==> src/rtl/reg_file_mp.sv <==
// Multi-port register file with per-register busy scoreboard.
// Optional same-cycle write-to-read forwarding: define REG_FILE_BYPASS_EN.
module reg_file_mp #(
   parameter int DATA_WIDTH = 32,
   parameter int DEPTH      = 32,
   parameter int ADDR_WIDTH = $clog2(DEPTH),
   parameter int NUM_RD     = 2,
   parameter int NUM_WR     = 2,
   parameter int ZERO_REG   = 1
) (
   input  logic                         clk,
   input  logic                         rst_n,
   input  logic [NUM_WR-1:0]            wr_en,
   input  logic [NUM_WR*ADDR_WIDTH-1:0] addr_wr,
   input  logic [NUM_WR*DATA_WIDTH-1:0] data_wr,
   input  logic [NUM_RD*ADDR_WIDTH-1:0] addr_rd,
   output logic [NUM_RD*DATA_WIDTH-1:0] data_rd,
   input  logic                         busy_set_en,
   input  logic [ADDR_WIDTH-1:0]        busy_set_addr,
   output logic [NUM_RD-1:0]            busy_rd,
   output logic [DEPTH-1:0]             busy_vec
);

   generate
      if (DEPTH != 2**ADDR_WIDTH) begin : g_bad_depth
         $error("reg_file_mp: DEPTH must equal 2**ADDR_WIDTH");
      end
   endgenerate

   logic [DATA_WIDTH-1:0] r_mem [DEPTH];
   logic [DEPTH-1:0]      r_busy;

   logic [ADDR_WIDTH-1:0] w_waddr [NUM_WR];
   logic [DATA_WIDTH-1:0] w_wdata [NUM_WR];
   logic [NUM_WR-1:0]     w_wvld;
   logic [ADDR_WIDTH-1:0] w_raddr [NUM_RD];
   logic                  w_set_vld;
   logic [DEPTH-1:0]      w_busy_nxt;

   // Writes and busy-sets aimed at a hardwired x0 are dropped here.
   always_comb begin
      for (int k = 0; k < NUM_WR; k++) begin
         w_waddr[k] = addr_wr[k*ADDR_WIDTH +: ADDR_WIDTH];
         w_wdata[k] = data_wr[k*DATA_WIDTH +: DATA_WIDTH];
         w_wvld[k]  = wr_en[k] &&
                      !(ZERO_REG != 0 && w_waddr[k] == '0);
      end
      for (int p = 0; p < NUM_RD; p++) begin
         w_raddr[p] = addr_rd[p*ADDR_WIDTH +: ADDR_WIDTH];
      end
      w_set_vld = busy_set_en &&
                  !(ZERO_REG != 0 && busy_set_addr == '0);
   end

   // A new producer outranks the completing one, so set follows clear.
   always_comb begin
      w_busy_nxt = r_busy;
      for (int k = 0; k < NUM_WR; k++) begin
         if (w_wvld[k]) w_busy_nxt[w_waddr[k]] = 1'b0;
      end
      if (w_set_vld) w_busy_nxt[busy_set_addr] = 1'b1;
   end

   always_ff @(posedge clk) begin
      if (!rst_n) begin
         for (int i = 0; i < DEPTH; i++) r_mem[i] <= '0;
         r_busy <= '0;
      end else begin
         for (int k = 0; k < NUM_WR; k++) begin
            if (w_wvld[k]) r_mem[w_waddr[k]] <= w_wdata[k];
         end
         r_busy <= w_busy_nxt;
      end
   end

   always_comb begin
      data_rd = '0;
      busy_rd = '0;
      for (int p = 0; p < NUM_RD; p++) begin
         data_rd[p*DATA_WIDTH +: DATA_WIDTH] = r_mem[w_raddr[p]];
         busy_rd[p] = r_busy[w_raddr[p]];
`ifdef REG_FILE_BYPASS_EN
         for (int k = 0; k < NUM_WR; k++) begin
            if (w_wvld[k] && w_waddr[k] == w_raddr[p]) begin
               data_rd[p*DATA_WIDTH +: DATA_WIDTH] = w_wdata[k];
               busy_rd[p] = busy_set_en &&
                            busy_set_addr == w_raddr[p];
            end
         end
`endif
         if (ZERO_REG != 0 && w_raddr[p] == '0) begin
            data_rd[p*DATA_WIDTH +: DATA_WIDTH] = '0;
            busy_rd[p] = 1'b0;
         end
      end
   end

   assign busy_vec = r_busy;

endmodule

==> config.mk <==
export PLATFORM = sky130hd
export DESIGN_NAME = reg_file_mp
export DESIGN_NICKNAME = d
export VERILOG_FILES = /design/src/rtl/reg_file_mp.sv
export SDC_FILE = /design/constraint.sdc
export NUM_CORES = 2
export LEC_CHECK = 0
export CORE_ASPECT_RATIO = 0.8
export CORE_MARGIN = 4
export CORE_UTILIZATION = 48
export CTS_CLUSTER_DIAMETER = 120
export CTS_CLUSTER_SIZE = 16
export DETAILED_ROUTE_END_ITERATION = 10
export PLACE_DENSITY_LB_ADDON = 0.05
export REMOVE_ABC_BUFFERS = 1
export SLEW_MARGIN = 20
export SYNTH_ARGS = -nofsm -noshare
export SYNTH_HDL_FRONTEND = slang
export SYNTH_SLANG_ARGS = --single-unit
==> constraint.sdc <==
create_clock -name clk -period 6.1 [get_ports clk]
set_input_delay 1.525 -clock clk [delete_from_list [all_inputs] [get_ports clk]]
set_output_delay 1.525 -clock clk [all_outputs]
set_load 0.02 [all_outputs]
# Word-level counts from Yosys, hierarchy flattened
# Memory sizes are Yosys's and may differ from the RTL's.
# Cells that the tools add are included.
# word_totals
register_bits	32
ram_bits	1024
in_bits	94
out_inout_bits	98
word_cells	61
n_memories	1
# memory_table
name	depth	width	rd	rd_clocked_by_memory_dff	write_ports	line	source
r_mem	32	32	2	0	32	30	logic [DATA_WIDTH-1:0] r_mem [DEPTH];
# op_classes
magnitude_cmp	8
muxes	30
bitwise	5
n_reduce_logical	16
# ops
cell	count
$mux 32	7
$and 32x32->32	2
$not 32->32	2
$reduce_or 32->1	2
$or 32x32->32	1
$lt 5x6->1 const B	5
$logic_not 5->1	5
$mux 1	16
$demux 1 s5	3
$ge 5x1->1 const B	3
$bmux 1 s5	2
$mux 5	2
$logic_and 1x1->1	6
$logic_not 1->1	3

# Longest topological paths before layout
# logic_depth
ltp_word	11
mapped_depth	8
depth_no_buf	4

# Worst setup path after synthesis
# No wires, ideal clock.
# synth_timing
path_kind	input -> register
from	input port addr_wr[6]
to	memory r_mem[28][0], enable pin
setup_time_ns	0.468
t_arrival_ns	4.590
required_time_ns	5.632
setup_slack_ns	1.042
cell_stages	4
n_path_buf	2
path_cell_list	buf_2 -> or3b_1 -> buf_2 -> o21ai_0
# synth_rtl
item	line	source
from (decl)	14	input logic [NUM_WR*ADDR_WIDTH-1:0] addr_wr,
to (decl)	30	

# Final worst setup path
# layout_timing
from	input port addr_rd[8]
to	output port data_rd[35]
# layout_via
elab_chain_cells	2
elab_cells_between_ends	3
cone_classes	mux: 1; reduce/logical: 1; memory: 1
# layout_rtl
item	line	source
from (decl)	16	input logic [NUM_RD*ADDR_WIDTH-1:0] addr_rd,
$mem_v2 32x32 / $logic_not 5->1 (equally long branches)	n/a	
$mux 32 *	91	if (ZERO_REG != 0 && w_raddr[p] == '0) begin
to (decl)	17	output logic [NUM_RD*DATA_WIDTH-1:0] data_rd,
# Mark *: on every way between the ends. The rest lies on a longest branch, timed or not.

==> summary.md <==
| Metric | Value |
|---|---|
| Startpoint Class | `input pin` |
| Synth cell types | `between 50 and 60` |
| Largest net degree at the start of global routing | `81` |
| Cell count after synthesis | `about 4000` |
| CTS Sinks | `roughly 1100` |
| CP arrival | `between 4 and 5 ns` |
| Total gr overflow | `0` |
| Die width | `405 µm` |
| CTS Buf Count | `75` |
| Ratio of cells with drive above 1 in the final layout | `0.287` |
| Area Growth Syn to Fin | `12.3%` |
| DRC errors left | `0` |
| DIE AREA | `~0.13 mm²` |
| Maximum vdd drop | `251 µV` |
| Post-route cell area | `about 0.07 mm²` |
| WL/cell | `50.1 µm` |
| Crit. End Element | `output port` |
| R2R Setup Slk | `around 5.2 ns` |
| Status | `finished with violations` |
| Final Cycle Share | `1.01` |
| Post-CTS Setup Bufs | `0` |
| WS Path Type | `in2out` |
| Slew @ Worst Pin | `1.20 ns` |
| Max-slew headroom | `0.199` |
| Port bufs | `~190` |
| Sequential fraction of the synthesis area | `0.518` |
| Vias in the first global route | `between 40000 and 50000` |
| First-pass detailed-route iteration total | `7` |
| Critical Path RT | `roughly 4.6 ns` |
| Starting Density | `0.484` |
| Cell row count | `between 100 and 150` |
| Netlist Area Pre-Place | `just over 0.06 mm²` |
| Die H | `326 µm` |
| Core area | `0.125 mm²` |
| Cell taking the most area after synthesis | `edfxtp_1` |
| TritonCTS clock tree | `built` |
| Ports | `approximately 190` |
| Gpl congestion | `~1` |
| Final Hold Fails | `0` |
| RSZ-0062 raised after global routing | `no` |
| Clock period minus worst slack | `6.16 ns` |
| First-pass GRT wire length | `slightly below 400000 µm` |
| Setup crit start | `addr_rd[8]` |
| Asr flop ratio synth | `0` |
| Post-synth EDFFs | `1024` |
| Via count | `just under 50000` |
| Post-CTS sizing | `0` |
| Clk pin slew, worst setup/hold paths | `0.07 ns` |
| Reg area | `~0.031 mm²` |
| Top cell type's share of synthesized area | `0.507` |
| Worst-path maximum fanout | `14` |
| Post-synth top flop | `edfxtp_1` |
| Final WS setup | `-0.0580 ns` |
| Critical path destination | `data_rd[35]` |
| Clk_lat worst skew | `0.71 ns` |
| Max cap viols | `0` |
| Reg2Reg Launch Point | `busy_vec[22]` |
| GRT Total Usage | `0.433` |
| CTS Hold Bufs | `0` |
| Largest cells by area after synthesis | `edfxtp_1, mux4_2, a22o_1` |
| Leak | `approximately 23 nW` |
| R2R depth | `2` |
| Final nets | `between 4000 and 5000` |
| Multi-input logic area | `0.0270 mm²` |
| Place WS | `about 0.20 ns` |
| Setup TNS Final | `-0.0951 ns` |
| FILL cells | `10004` |
| Yosys reg bits | `between 1000 and 1500` |
| Tot Pwr | `0.0166 W` |
| Fmax | `~160 MHz` |
| H-tree levels | `3` |
| # setup viols final | `2` |
| Clock tree buffer depth | `3` |
| Final clock skew | `0 ns` |
| 1st-iter DRT viols | `between 8000 and 9000` |
| Synth warn | `0` |
| Via-to-Cell Ratio | `8.29` |
| Total Wirelength | `approximately 290000 µm` |
| Reg2reg end | `busy_vec[22]` |
| Area after DPL | `~0.066 mm²` |
| Initial antenna violation count | `14` |
| P per Cell Area | `approximately 240 mW/mm²` |
| Failing checks | `setup timing` |
| Synthesized area per cell | `around 15 µm²` |
| Hold slack | `about 0.56 ns` |
| Fin. max-slew vios | `0` |
| Final HPWL DP | `around 180000 µm` |
| Final ANT Viol Nets | `0` |
| Tightest Hold Check Type | `reg2reg` |
| Root buffer cell | `clkbuf_16` |
[layer usage]
layer | GRT usage | wire length [µm]
met1 | 0.565 | 102000
met2 | 0.602 | 120000
met3 | 0.208 | 50200
met4 | 0.216 | 18400
met5 | 0.00365 | 215
[power breakdown]
group | switching, W | internal [W]
sequential | 0.000249 | 0.00840
combinational | 0.00183 | 0.00115
clock | 0.00270 | 0.00231
[worst min path at each step]
stage	startpoint	slack (ns)	endpoint	cells past startpoint
CTS	busy_vec[23]	0.55	busy_vec[23]	2
finish	busy_vec[10]	0.56	busy_vec[10]	2
global placement	busy_vec[25]	0.53	busy_vec[25]	2
global route	busy_vec[15]	0.57	busy_vec[15]	2
floorplan	busy_vec[7]	0.56	busy_vec[7]	2
detailed placement	busy_vec[23]	0.53	busy_vec[23]	2
[layout make-up]
type	instances	area share
clock inverters	5	0.000864
multi-input cells	2408	0.397
inverters	34	0.00197
clock buffers	98	0.0295
repair buffers	569	0.0793
well taps	1652	0.0304
flip-flops and latches	1056	0.461
diodes	5	0.000184
[cell families (layout without fill, tap and decap cells)]
group,Yosys count,count (layout),synth area share
muxes,658,658,0.205
buffers and inverters,650,706,0.0530
DFF,1056,1056,0.518
AOI/OAI and AO/OA,1440,1440,0.196
and+or+nand+nor,278,278,0.0274
other,1,37,0.0000619
[stage by stage]
stage                     utilization  instances
after floorplan                     -       3498
after global placement          0.527       5718
after detailed placement        0.527       5719
after CTS                       0.544       5822
after global routing            0.543       5825
final                           0.543       5827
[cells in the mapped netlist, drive strengths merged, types with 66 or more instances]
| cell | count |
|---|---|
| a211oi | 66 |
| a22o | 992 |
| a22oi | 66 |
| a311oi | 66 |
| buf | 300 |
| clkbuf | 316 |
| edfxtp | 1024 |
| mux2 | 66 |
| mux2i | 130 |
| mux4 | 462 |
| nor2 | 71 |
| nor2b | 75 |
| o21ai | 123 |
[layout by cell type (no fill, tap or decap), types with 6 or more instances in the layout]
| master | netlist | routed |
|---|---|---|
| edfxtp_1 | 1024 | 1024 |
| a22o_1 | 992 | 992 |
| mux4_2 | 462 | 462 |
| buf_4 | 72 | 362 |
| mux2i_1 | 130 | 130 |
| clkdlybuf4s50_1 | 0 | 105 |
| o21ai_0 | 83 | 81 |
| clkbuf_16 | 0 | 77 |
| buf_12 | 0 | 71 |
| nor2b_1 | 74 | 70 |
| a22oi_1 | 66 | 66 |
| a211oi_1 | 66 | 66 |
| mux2_2 | 66 | 66 |
| a311oi_1 | 66 | 66 |
| a221oi_1 | 50 | 50 |
| nand2_1 | 42 | 42 |
| o21ai_1 | 40 | 40 |
| nor2_4 | 0 | 37 |
| dfxtp_1 | 32 | 32 |
| conb_1 | 1 | 32 |
| inv_1 | 31 | 31 |
| o22ai_1 | 30 | 30 |
| nor2_1 | 60 | 28 |
| buf_2 | 194 | 25 |
| o221ai_4 | 0 | 23 |
| clkbuf_1 | 314 | 21 |
| o2111ai_1 | 16 | 16 |
| nor3_4 | 5 | 15 |
| nor3_2 | 10 | 11 |
| nand3_1 | 12 | 11 |
| nand3b_1 | 10 | 10 |
| nor2_2 | 11 | 6 |
[flip-flops by register name, summed over array words and instances (netlist names)]
name	flops
r_mem	1024
busy_vec	32
[worst max-delay path, cell delays in order]
cell and delay [ns]:
buf_2 0.48, nor2b_4 0.68, buf_4 0.50, a22oi_1 0.20
a311oi_1 0.81, buf_4 0.23, buf_4 0.15
Power figures use the tool's default switching activity.
